**src/rtl/wb_ic_pkg.sv**
```systemverilog
// ---------------------------------------------------------------------------
// wb_ic_pkg
// Shared definitions for the round-robin Wishbone shared-bus interconnect.
//  - MAX_NM / MAX_NS : largest supported master / slave counts
//  - PTR_W           : width of a master index (round-robin pointer)
//  - bus_state_t     : interconnect FSM state encoding
//  - onehot_first()  : one-hot pick of the first requester at or after ptr,
//                      searching cyclically over the n populated masters
// ---------------------------------------------------------------------------
package wb_ic_pkg;

    localparam int MAX_NM = 8;
    localparam int MAX_NS = 16;
    localparam int PTR_W  = $clog2(MAX_NM);

    typedef enum logic [1:0] {
        IDLE = 2'd0,
        BUSY = 2'd1,
        ERR  = 2'd2
    } bus_state_t;

    // Cyclic first-set search. Only the lowest n request bits are
    // considered, so the wrap happens at n rather than at MAX_NM.
    function automatic logic [MAX_NM-1:0] onehot_first(
        input logic [MAX_NM-1:0] req,
        input logic [PTR_W-1:0]  ptr,
        input int unsigned       n
    );
        logic [MAX_NM-1:0] oh;
        logic              found;
        logic [PTR_W-1:0]  idx;
        oh    = '0;
        found = 1'b0;
        for (int unsigned i = 0; i < MAX_NM; i++) begin
            idx = PTR_W'((32'(ptr) + i) % n);
            if ((i < n) && !found && req[idx]) begin
                oh[idx] = 1'b1;
                found   = 1'b1;
            end
        end
        return oh;
    endfunction

endpackage

```
**src/rtl/wb_rr_arbiter.sv**
```systemverilog
// ---------------------------------------------------------------------------
// wb_rr_arbiter
// Round-robin arbiter with a registered one-hot grant.
// Ports:
//  clk        in   clock
//  rst_n      in   asynchronous active-low reset
//  req        in   NM request lines (master cyc)
//  grant_en   in   bus is idle: latch a new grant this edge if anyone asks
//  release_en in   current owner dropped cyc: clear grant, advance pointer
//  gnt        out  NM registered one-hot (or zero) grant
// ---------------------------------------------------------------------------
module wb_rr_arbiter
    import wb_ic_pkg::*;
#(
    parameter int NM = 2
) (
    input  logic          clk,
    input  logic          rst_n,
    input  logic [NM-1:0] req,
    input  logic          grant_en,
    input  logic          release_en,
    output logic [NM-1:0] gnt
);

    logic [MAX_NM-1:0] req_ext;
    logic [MAX_NM-1:0] first_oh;
    logic [MAX_NM-1:0] gnt_reg;
    logic [PTR_W-1:0]  ptr_reg;
    logic [PTR_W-1:0]  cur_idx;
    logic [PTR_W-1:0]  ptr_next;

    // Widen the request vector to the package maximum; unpopulated lines
    // are tied low so the cyclic search never selects them.
    for (genvar gi = 0; gi < MAX_NM; gi++) begin : g_req
        if (gi < NM) begin : g_live
            assign req_ext[gi] = req[gi];
        end else begin : g_tie
            assign req_ext[gi] = 1'b0;
        end
    end

    assign first_oh = onehot_first(req_ext, ptr_reg, NM);

    // Pointer moves to the master just after the one releasing the bus.
    always_comb begin
        cur_idx = '0;
        for (int i = 0; i < MAX_NM; i++) begin
            if (gnt_reg[i]) begin
                cur_idx = PTR_W'(i);
            end
        end
        ptr_next = (cur_idx == PTR_W'(NM - 1)) ? '0 : cur_idx + PTR_W'(1);
    end

    always_ff @(posedge clk or negedge rst_n) begin
        if (!rst_n) begin
            gnt_reg <= '0;
            ptr_reg <= '0;
        end else if (release_en) begin
            gnt_reg <= '0;
            ptr_reg <= ptr_next;
        end else if (grant_en) begin
            gnt_reg <= first_oh;
        end
    end

    for (genvar gi = 0; gi < NM; gi++) begin : g_gnt
        assign gnt[gi] = gnt_reg[gi];
    end

endmodule

```
**src/rtl/wb_rr_conbus.sv**
```systemverilog
// ---------------------------------------------------------------------------
// wb_rr_conbus
// Shared-bus Wishbone interconnect: NM masters, NS slaves, one transfer at a
// time. Round-robin registered grant, base/mask slave decode, error on
// unmapped addresses and a per-transfer watchdog that forces err.
// Ports:
//  clk_i, rst_n_i                 clock, asynchronous active-low reset
//  m_adr_i/m_dat_i/m_sel_i/m_we_i packed master request fields
//  m_cyc_i, m_stb_i               per-master cycle / strobe
//  m_dat_o                        read data broadcast to all masters
//  m_ack_o, m_err_o, m_rty_o      per-master responses (granted master only)
//  s_adr_o/s_dat_o/s_sel_o/s_we_o request fields broadcast to all slaves
//  s_cyc_o, s_stb_o               per-slave cycle / strobe, one-hot or zero
//  s_dat_i, s_ack_i, s_err_i, s_rty_i  slave read data and responses
//  gnt_o                          current grant, one-hot or zero
// ---------------------------------------------------------------------------
module wb_rr_conbus
    import wb_ic_pkg::*;
#(
    parameter int               NM      = 2,
    parameter int               NS      = 4,
    parameter int               AW      = 32,
    parameter int               DW      = 32,
    parameter logic [NS*AW-1:0] S_BASE  = '0,
    parameter logic [NS*AW-1:0] S_MASK  = '0,
    parameter int               TIMEOUT = 255
) (
    input  logic                 clk_i,
    input  logic                 rst_n_i,
    input  logic [NM*AW-1:0]     m_adr_i,
    input  logic [NM*DW-1:0]     m_dat_i,
    input  logic [NM*DW/8-1:0]   m_sel_i,
    input  logic [NM-1:0]        m_we_i,
    input  logic [NM-1:0]        m_cyc_i,
    input  logic [NM-1:0]        m_stb_i,
    output logic [DW-1:0]        m_dat_o,
    output logic [NM-1:0]        m_ack_o,
    output logic [NM-1:0]        m_err_o,
    output logic [NM-1:0]        m_rty_o,
    output logic [AW-1:0]        s_adr_o,
    output logic [DW-1:0]        s_dat_o,
    output logic [DW/8-1:0]      s_sel_o,
    output logic                 s_we_o,
    output logic [NS-1:0]        s_cyc_o,
    output logic [NS-1:0]        s_stb_o,
    input  logic [NS*DW-1:0]     s_dat_i,
    input  logic [NS-1:0]        s_ack_i,
    input  logic [NS-1:0]        s_err_i,
    input  logic [NS-1:0]        s_rty_i,
    output logic [NM-1:0]        gnt_o
);

    localparam int SELW = DW / 8;
    // Counter only ever holds 0..TIMEOUT-1.
    localparam int CW   = (TIMEOUT < 2) ? 1 : $clog2(TIMEOUT + 1);

    bus_state_t      state_reg;
    logic [CW-1:0]   cnt_reg;
    logic            err_pulse_reg;  // registered err, one cycle
    logic            err_sent_reg;   // err already given for the current stb

    logic [NM-1:0]   gnt;
    logic            grant_en;
    logic            release_en;

    logic [AW-1:0]   g_adr;
    logic [DW-1:0]   g_dat;
    logic [SELW-1:0] g_sel;
    logic            g_we;
    logic            g_cyc;
    logic            g_stb;

    logic [NS-1:0]   hit;
    logic [NS-1:0]   sel_oh;
    logic            any_hit;
    logic            active;
    logic [DW-1:0]   rdat;
    logic            ack_sel;
    logic            err_sel;
    logic            rty_sel;
    logic            resp;
    logic            counting;
    logic            expire;
    logic            miss_err;

    // ---------------- arbitration ----------------
    assign grant_en   = (state_reg == IDLE);
    assign release_en = (state_reg == BUSY) && !g_cyc;

    wb_rr_arbiter #(.NM(NM)) u_arb (
        .clk        (clk_i),
        .rst_n      (rst_n_i),
        .req        (m_cyc_i),
        .grant_en   (grant_en),
        .release_en (release_en),
        .gnt        (gnt)
    );

    assign gnt_o = gnt;

    // ---------------- master -> bus mux (AND-OR on one-hot grant) ------
    always_comb begin
        g_adr = '0;
        g_dat = '0;
        g_sel = '0;
        g_we  = 1'b0;
        g_cyc = 1'b0;
        g_stb = 1'b0;
        for (int i = 0; i < NM; i++) begin
            if (gnt[i]) begin
                g_adr |= m_adr_i[i*AW +: AW];
                g_dat |= m_dat_i[i*DW +: DW];
                g_sel |= m_sel_i[i*SELW +: SELW];
                g_we  |= m_we_i[i];
                g_cyc |= m_cyc_i[i];
                g_stb |= m_stb_i[i];
            end
        end
    end

    assign s_adr_o = g_adr;
    assign s_dat_o = g_dat;
    assign s_sel_o = g_sel;
    assign s_we_o  = g_we;

    // ---------------- address decode ----------------
    for (genvar gi = 0; gi < NS; gi++) begin : g_dec
        localparam logic [AW-1:0] BASE_K = S_BASE[gi*AW +: AW];
        localparam logic [AW-1:0] MASK_K = S_MASK[gi*AW +: AW];
        assign hit[gi] = ((g_adr & MASK_K) == (BASE_K & MASK_K));
    end

    // Isolate the lowest set bit: overlapping windows go to the lowest index.
    assign sel_oh  = hit & (~hit + NS'(1));
    assign any_hit = |hit;

    // Grant is live only while in BUSY and the owner still holds cyc; ERR
    // and the release cycle keep the slaves quiet.
    assign active  = (state_reg == BUSY) && g_cyc;
    assign s_cyc_o = sel_oh & {NS{active}};
    // Once err has been returned for this stb the slave is not strobed
    // again until the master drops stb.
    assign s_stb_o = s_cyc_o & {NS{g_stb && !err_sent_reg}};

    // ---------------- slave -> master response routing ----------------
    always_comb begin
        rdat = '0;
        for (int k = 0; k < NS; k++) begin
            if (sel_oh[k]) begin
                rdat |= s_dat_i[k*DW +: DW];
            end
        end
    end

    assign m_dat_o = active ? rdat : '0;
    assign ack_sel = |(s_stb_o & s_ack_i);
    assign err_sel = |(s_stb_o & s_err_i);
    assign rty_sel = |(s_stb_o & s_rty_i);
    assign resp    = ack_sel || err_sel || rty_sel;

    assign m_ack_o = gnt & {NM{ack_sel}};
    assign m_err_o = gnt & {NM{err_sel || err_pulse_reg}};
    assign m_rty_o = gnt & {NM{rty_sel}};

    // ---------------- watchdog / decode-miss ----------------
    assign counting = (|s_stb_o) && !resp;
    // A response in the expiry cycle suppresses expire, so it wins.
    assign expire   = (TIMEOUT != 0) && counting && (cnt_reg == CW'(TIMEOUT - 1));
    assign miss_err = active && g_stb && !any_hit && !err_sent_reg;

    // ---------------- control FSM ----------------
    always_ff @(posedge clk_i or negedge rst_n_i) begin
        if (!rst_n_i) begin
            state_reg     <= IDLE;
            cnt_reg       <= '0;
            err_pulse_reg <= 1'b0;
            err_sent_reg  <= 1'b0;
        end else begin
            err_pulse_reg <= 1'b0;
            case (state_reg)
                IDLE: begin
                    cnt_reg      <= '0;
                    err_sent_reg <= 1'b0;
                    if (|m_cyc_i) begin
                        state_reg <= BUSY;
                    end
                end
                BUSY: begin
                    if (!g_cyc) begin
                        state_reg    <= IDLE;
                        cnt_reg      <= '0;
                        err_sent_reg <= 1'b0;
                    end else if (expire) begin
                        state_reg     <= ERR;
                        cnt_reg       <= '0;
                        err_pulse_reg <= 1'b1;
                        err_sent_reg  <= 1'b1;
                    end else begin
                        cnt_reg <= counting ? cnt_reg + CW'(1) : '0;
                        if (miss_err) begin
                            err_pulse_reg <= 1'b1;
                            err_sent_reg  <= 1'b1;
                        end else if (!g_stb) begin
                            err_sent_reg <= 1'b0;
                        end
                    end
                end
                ERR: begin
                    state_reg <= BUSY;
                    cnt_reg   <= '0;
                    if (!g_stb) begin
                        err_sent_reg <= 1'b0;
                    end
                end
                default: begin
                    state_reg <= IDLE;
                end
            endcase
        end
    end

endmodule

```
**config.mk**
```make
export PLATFORM = sky130hd
export DESIGN_NAME = wb_rr_conbus
export DESIGN_NICKNAME = d
export VERILOG_FILES = /design/src/rtl/wb_ic_pkg.sv /design/src/rtl/wb_rr_arbiter.sv /design/src/rtl/wb_rr_conbus.sv
export SDC_FILE = /design/constraint.sdc
export NUM_CORES = 1
export LEC_CHECK = 0
export BUFFER_PORTS_ARGS = -buffer_cell sky130_fd_sc_hd__buf_2
export CAP_MARGIN = 40
export CORE_AREA = 5 5 154 156
export CTS_BUF_LIST = sky130_fd_sc_hd__clkbuf_2
export CTS_CLUSTER_SIZE = 14
export DETAILED_ROUTE_END_ITERATION = 6
export DIE_AREA = 0 0 159 161
export PLACE_DENSITY_LB_ADDON = 0.15
export RECOVER_POWER = 100
export SLEW_MARGIN = 20
export SYNTH_ARGS = -nofsm -noshare
export SYNTH_HDL_FRONTEND = slang
export SYNTH_SLANG_ARGS = --single-unit
export TNS_END_PERCENT = 10
```
**constraint.sdc**
```tcl
create_clock -name clk_i -period 1.9 [get_ports clk_i]
set_clock_uncertainty 0.1 [all_clocks]
set_input_delay 0.475 -clock clk_i [delete_from_list [all_inputs] [get_ports clk_i]]
set_output_delay 0.475 -clock clk_i [all_outputs]
set_load 0.005 [all_outputs]
```
==> impl_metrics.py, run 1 <==
metrics = {
    "run_status": {
        "status": "finished, violations left",
        "violations": "negative setup slack",
    },
    "logic_synthesis": {
        "yosys.area_share.adder_pct": 4.733,
        "ys_ff_latch": 15,
        "synthMuxAreaShare_pct": 0.5409,
        "synthCells": 228,
        "ys.flop_type": "dfrtp_1",
        "yosys.area_share.xor_xnor_pct": 1.420,
        "synthesis.area_mm2": 0.001851,
        "yosys.area_share.simple_pct": 23.19,
        "yosysUniqueCellTypes": 36,
        "synth_edf_count": 0,
        "synthTopCellsByArea": "a22o_1, dfrtp_1, and2_1",
        "ys_seq_area_share_pct": 20.28,
        "syn_area_per_cell_um2": 8.116,
        "async_flop_share_pct": 100.0,
        "ys_warn_count": 0,
        "yosys.area.top_type": "a22o_1",
        "synth_top_family_by_area": "compound AO/OA/AOI/OAI gates",
        "synth_compound_gate_area_share_pct": 40.97,
        "synth_top_area_share_pct": 33.13,
    },
    "setup_path": {
        "timing.rr.end": "cnt_reg[5]$_DFFE_PN0N_",
        "critical_path.cell_chain": "buf_6 -> a22oi_2 -> buf_4 -> nor2b_4 -> clkbuf_16 -> and2_1 -> buf_2",
        "cp_slowest_stage_delay_ns": 0.47,
        "required_ns": 1.32,
        "start_kind": "flip-flop",
        "arrival_ns": 1.82,
        "path_delay_family": "buffers and inverters",
        "slowest_stage": "dfrtp_2",
        "reg2reg_setup_slack_ns": -0.38,
        "crit_path_max_fanout": 16,
        "crit_type": "reg2out",
        "reg2reg_from": "u_arb.gnt_reg[0]$_DFFE_PN0P_",
        "rr_worst_depth": 10,
        "cp_num_buf_inv": 4,
        "end_kind": "primary output",
    },
    "pwr": {
        "internal_power_mw": 2.130,
        "power_density_mw_per_mm2": 916.6,
        "p_leak_nw": 2.355,
        "combPwrFrac_pct": 84.8,
        "ir_worst_vdd_v": 0.0003686,
        "sw_frac_of_total_pct": 44.16,
        "pwr-share-seq_pct": 10.7,
        "clock_power_share_pct": 4.5,
        "switching_power_mw": 1.685,
    },
    "worst_hold_path": {
        "whs_endpoint": "u_arb.ptr_reg[0]$_DFFE_PN0P_",
        "hold_class": "reg2reg",
        "hp-start": "u_arb.ptr_reg[0]$_DFFE_PN0P_",
        "whs_path_depth": 2,
    },
    "place": {
        "port_buffers": 289,
        "placed_cells": 802,
        "routabilityCongestion": 0.7404,
        "hpwlAfterDp_um": 11220,
    },
    "floorplan": {
        "std_cell_rows": 55,
        "fp.dieW_um": 159,
        "initial_core_util_pct": 8.325,
        "dieArea_mm2": 0.02560,
        "dieHeight_um": 161,
        "core_mm2": 0.02223,
        "design.portCount": 401,
    },
    "drt": {
        "drt_iter0_markers": 138,
        "vias": 3003,
        "drc_errors": 0,
        "routed_via_density": 3.671,
        "wl_um": 13350,
        "firstDrtPassIters": 4,
        "avgRoutedWirePerCell_um": 16.32,
        "antenna_left": 0,
    },
    "layout": {
        "largest_reg_flops": 8,
        "nNetsFinal": 824,
        "syn_to_final_growth_pct": 124.9,
        "finalNonFillerCells": 818,
        "final_layout_size_suffix_gt1_share_pct": 66.54,
        "mostFrequentLayoutCell": "buf_2",
        "layout_common_cells": "buf_2, a22o_1, buf_6, buf_4, and2_1",
        "fillers": 2532,
    },
    "timing": {
        "maxSlewViolCount": 0,
        "finalCriticalPeriod_ns": 2.391,
        "hold_violations": 0,
        "rsz0062_at_grt": "true",
        "tightest_slew_ns": 0.9410,
        "finalCritPeriodShare_pct": 125.8,
        "tns_ns": -32.23,
        "setup_viol": 111,
        "fmaxAchievable_mhz": 418.2,
        "fin_hold_ws_ns": 0.4414,
        "slew_headroom_pct": 37.27,
        "finalWorstSetupSlack_ns": -0.4911,
    },
    "clock_network": {
        "ctsLongestPathBuffers": 2,
        "clkTransAtPathRegs_ns": 0.19,
        "cts_tree": "yes",
        "h-tree-depth": 1,
        "clock-sinks": 15,
        "cts_buffers": 3,
        "cts-root-buf": "clkbuf_2",
        "clock_latency_ns": 0.31,
    },
    "run": {
        "drv_cap": 0,
    },
    "global_routing": {
        "antenna_found_initial": 2,
        "grt_start_max_net_pins": 63,
        "grt_overflow": 0,
        "first_global_vias": 2984,
        "grt_use_total_pct": 9.187,
        "grt_first_pass_wirelength_um": 18910,
    },
}
logic make-up after synthesis:
kind of cell    Yosys count
compound gates           93
simple gates             73
buf+inv                  35
flops                    15
fa+ha+maj                 7
xor+xnor                  3
other cells               1
mux                       1
layout make-up:
class | count | area (µm²) | area share (%)
Timing Repair Buffer | 325 | 1957 | 47.01
Multi-Input combinational cell | 183 | 1430 | 34.36
Sequential cell | 15 | 377.9 | 9.077
Tap cell | 285 | 356.6 | 8.566
Inverter | 5 | 18.77 | 0.4509
Clock buffer | 3 | 15.01 | 0.3607
Clock inverter | 1 | 5.005 | 0.1202
Antenna cell | 1 | 2.502 | 0.06011
how the worst max path moves through the flow:
stage / start / endpoint / slack (ns) / cells past startpoint
after global placement: m_stb_i[0] / m_err_o[0] / -0.46 / 7
after detailed placement: m_stb_i[0] / m_err_o[1] / -0.37 / 7
after floorplan: state_reg[1]$_DFFE_PN0P_ / m_dat_o[22] / 0.06 / 6
after CTS: u_arb.gnt_reg[1]$_DFFE_PN0P_ / m_err_o[1] / -0.52 / 6
after global routing: u_arb.gnt_reg[0]$_DFFE_PN0P_ / m_dat_o[2] / -0.58 / 7
final: u_arb.gnt_reg[0]$_DFFE_PN0P_ / m_dat_o[28] / -0.49 / 7
power by group through the flow:
stage / Clock, mW / Sequential, mW / Combinational [mW]
2_1_floorplan: 0 / 0.405 / 1.37
3_3_place_gp: 0 / 0.405 / 2.91
3_5_place_dp: 0 / 0.407 / 2.90
4_1_cts: 0.185 / 0.402 / 3.01
5_1_grt: 0.200 / 0.417 / 3.53
6_report: 0.171 / 0.409 / 3.23
cells in the mapped netlist, types with 3 or more instances:
library cell and count:
a22o_1 70, and2_1 32, clkbuf_1 20, dfrtp_1 15
nand2_1 12, o21ai_0 9, buf_4 7, ha_1 7
nand3_1 6, and3_1 5, inv_1 5, nor2b_1 5
a21oi_1 4, nor3_1 3
worst register-to-register path: stages, from the launching register on:
cell and delay (ns):
dfrtp_2 0.47, a22o_1 0.27, nor4bb_4 0.17, buf_6 0.14, buf_4 0.13, buf_6 0.11
buf_4 0.12, nand4b_1 0.10, buf_6 0.16, and2b_1 0.19, o31a_1 0.22
per-stage QoR:
| step | power, mW | setup slack, ns | utilization (%) | instance area (µm²) |
|---|---|---|---|---|
| 6_report | 3.815 | -0.4911 | 18.73 | 4163 |
| 5_1_grt | 4.146 | -0.5847 | 18.72 | 4160 |
| 4_1_cts | 3.595 | -0.5236 | 17.26 | 3837 |
| 3_5_place_dp | 3.311 | -0.3732 | 16.91 | 3759 |
| 3_3_place_gp | 3.319 | -0.4579 | 16.91 | 3759 |
| 2_1_floorplan | 1.773 | 0.06491 | - | 1874 |
timing repair:
action                                 CTS  global route
hold buffers                             1             0
buffers inserted                         1             6
gates resized for setup                 12            48
setup endpoints to repair              120           120
cloned                                   0             3
endpoints found under the hold margin   15             0
pin swaps                               10            24
routing by layer:
layer | vias up | track usage (%) | share of wire [%]
met5 | - | 0 | 0.19
li1 | 1448 | - | -
met2 | 142 | 16.00 | 49
met3 | 9 | 3.266 | 7.9
met1 | 1400 | 11.56 | 42
met4 | 4 | 0.3490 | 0.46
Power figures use the tool's default switching activity.
==> run 2: changes to the inputs <==
- CELL_PAD_IN_SITES_DETAIL_PLACEMENT: default -> 1
- CELL_PAD_IN_SITES_GLOBAL_PLACEMENT: default -> 1
- CORE_AREA: 5 5 154 156 -> 5 5 153 155
- DIE_AREA: 0 0 159 161 -> 0 0 158 160
- clock period: 1.9 -> 2.6 ns (I/O delays scaled with it)
==> run 2 against run 1 <==
Net effect:
- the run now ends clean
- total power down 40%
- sequential cell count unchanged
- clock-buffer cell count grew 1
- critical path depth unchanged
- setup slack improved by 0.60 ns
- die area down 1.2%
- largest cell class unchanged
==> impl_metrics.py, run 2 (synthesis results as in run 1) <==
metrics = {
    "clock_network": {
        "clock-sinks": 15,
        "ctsLongestPathBuffers": 2,
        "cts_tree": "yes",
        "h-tree-depth": 1,
        "cts_buffers": 3,
        "holdBufCountCts": 0,
        "clkTransAtPathRegs_ns": 0.16,
        "clock_latency_ns": 0.29,
        "cts-root-buf": "clkbuf_2",
    },
    "pwr": {
        "pwr-share-seq_pct": 13.1,
        "ir_worst_vdd_v": 0.0003329,
        "clock_power_share_pct": 5.4,
        "combPwrFrac_pct": 81.5,
        "switching_power_mw": 1.098,
        "design_power_total_mw": 2.297,
        "p_leak_nw": 1.906,
        "sw_frac_of_total_pct": 47.79,
        "internal_power_mw": 1.199,
        "power_density_mw_per_mm2": 635.5,
    },
    "drt": {
        "routed_via_density": 3.726,
        "drc_errors": 0,
        "antenna_left": 0,
        "drt_iter0_markers": 94,
        "wl_um": 12450,
        "vias": 2955,
        "avgRoutedWirePerCell_um": 15.70,
        "firstDrtPassIters": 4,
    },
    "floorplan": {
        "initial_core_util_pct": 8.532,
        "design.portCount": 401,
        "fp.dieW_um": 158,
        "dieHeight_um": 160,
        "core_mm2": 0.02169,
        "dieArea_mm2": 0.02528,
        "std_cell_rows": 54,
    },
    "global_routing": {
        "antenna_found_initial": 0,
        "first_global_vias": 3018,
        "grt_use_total_pct": 8.596,
        "grt_first_pass_wirelength_um": 17390,
        "grt_start_max_net_pins": 43,
        "grt_overflow": 0,
    },
    "timing": {
        "hold_violations": 0,
        "fmaxAchievable_mhz": 401.9,
        "finalCriticalPeriod_ns": 2.488,
        "finalCritPeriodShare_pct": 95.70,
        "fin_hold_ws_ns": 0.3409,
        "setup_viol": 0,
        "tightest_slew_ns": 0.9226,
        "slew_headroom_pct": 38.49,
        "maxSlewViolCount": 0,
    },
    "run_status": {
        "status": "complete, no violations",
    },
    "place": {
        "hpwlAfterDp_um": 10530,
        "routabilityCongestion": 0.7290,
        "port_buffers": 289,
        "placed_cells": 782,
    },
    "setup_path": {
        "reg2reg_setup_slack_ns": 0.28,
        "end_kind": "primary output",
        "crit_type": "reg2out",
        "cpMostUsedCell": "buf_4",
        "slowest_stage": "dfrtp_2",
        "required_ns": 1.85,
        "timing.rr.end": "cnt_reg[5]$_DFFE_PN0N_",
        "arrival_ns": 1.74,
        "cp_slowest_stage_delay_ns": 0.45,
        "rr_worst_depth": 8,
        "start_kind": "flip-flop",
        "critical_path.cell_chain": "buf_4 -> a22oi_2 -> buf_4 -> nor2b_2 -> buf_12 -> and2_1 -> buf_2",
        "reg2reg_from": "u_arb.gnt_reg[0]$_DFFE_PN0P_",
        "crit_path_max_fanout": 33,
    },
    "layout": {
        "final_core_util_pct": 16.67,
        "layout_common_cells": "buf_2, a22o_1, clkbuf_1, and2_1, dfrtp_1",
        "fillers": 2711,
        "final_layout_size_suffix_gt1_share_pct": 49.12,
        "syn_to_final_growth_pct": 95.33,
        "nNetsFinal": 805,
        "largest_reg_flops": 8,
        "mostFrequentLayoutCell": "buf_2",
        "antenna_cells": 0,
        "finalNonFillerCells": 793,
    },
    "worst_hold_path": {
        "hold_class": "in2async",
    },
    "run": {
        "drv_cap": 0,
    },
}
run 2: changes by cell type in the layout (fill, tap and decap cells not counted), moves of 11 or more:
cell / delta
clkbuf_1: +65
buf_2: -48
buf_6: -22
and2_4: -15
buf_4: -12
and2_0: +11
run 2: metrics by stage:
step	worst slack, ns	area, µm²	TNS, ns
6_report	0.1119	3615	0
5_1_grt	-0.005153	3615	-0.006439
4_1_cts	0.001112	3645	0
3_5_place_dp	0.1335	3617	0
3_3_place_gp	0.1437	3617	0
2_1_floorplan	0.4157	1869	0
run 2: per-layer routing:
metal	vias to the layer above	global-route usage (%)	part of all wire, %
met5	-	0	0
met4	0	1.318	0.39
met3	4	1.840	11
met2	182	18.01	55
met1	1359	8.497	34
li1	1410	-	-
run 2: power groups by stage:
| stage | sequential (mW) | clock, mW | combinational [mW] |
|---|---|---|---|
| CTS | 0.309 | 0.131 | 1.97 |
| floorplan | 0.296 | 0 | 0.995 |
| global route | 0.308 | 0.142 | 2.09 |
| global placement | 0.313 | 0 | 1.96 |
| detailed placement | 0.313 | 0 | 1.96 |
| finish | 0.302 | 0.123 | 1.87 |
run 2: critical path: cells and delay by family, from the launching register on:
kind / cells / cell delay (ns)
AOI/OAI and AO/OA: 1 / 0.17
buffers and inverters: 4 / 0.58
DFF: 1 / 0.45
and+or+nand+nor: 2 / 0.23
run 2: how the worst max path moves through the flow:
stage,start,endpoint,slack [ns]
3_3_place_gp,m_stb_i[0],m_err_o[0],0.14
4_1_cts,state_reg[1]$_DFFE_PN0P_,m_err_o[1],0.001
3_5_place_dp,m_stb_i[0],m_err_o[1],0.13
2_1_floorplan,m_cyc_i[1],m_dat_o[22],0.42
5_1_grt,state_reg[1]$_DFFE_PN0P_,m_err_o[0],-0.005
6_report,u_arb.gnt_reg[0]$_DFFE_PN0P_,m_dat_o[21],0.11
run 2: final cells by class:
type / count / area [µm²] / area share [%]
Inverter: 5 / 18.77 / 0.5192
Sequential cell: 15 / 377.9 / 10.45
Multi-Input combinational cell: 183 / 1353 / 37.42
Timing Repair Buffer: 306 / 1495 / 41.36
Tap cell: 280 / 350.3 / 9.692
Clock buffer: 4 / 20.02 / 0.5538
run 2: repair_timing:
action	in CTS	in global routing
setup endpoints to repair	8	32
gates resized for setup	0	5
buffers inserted	1	6
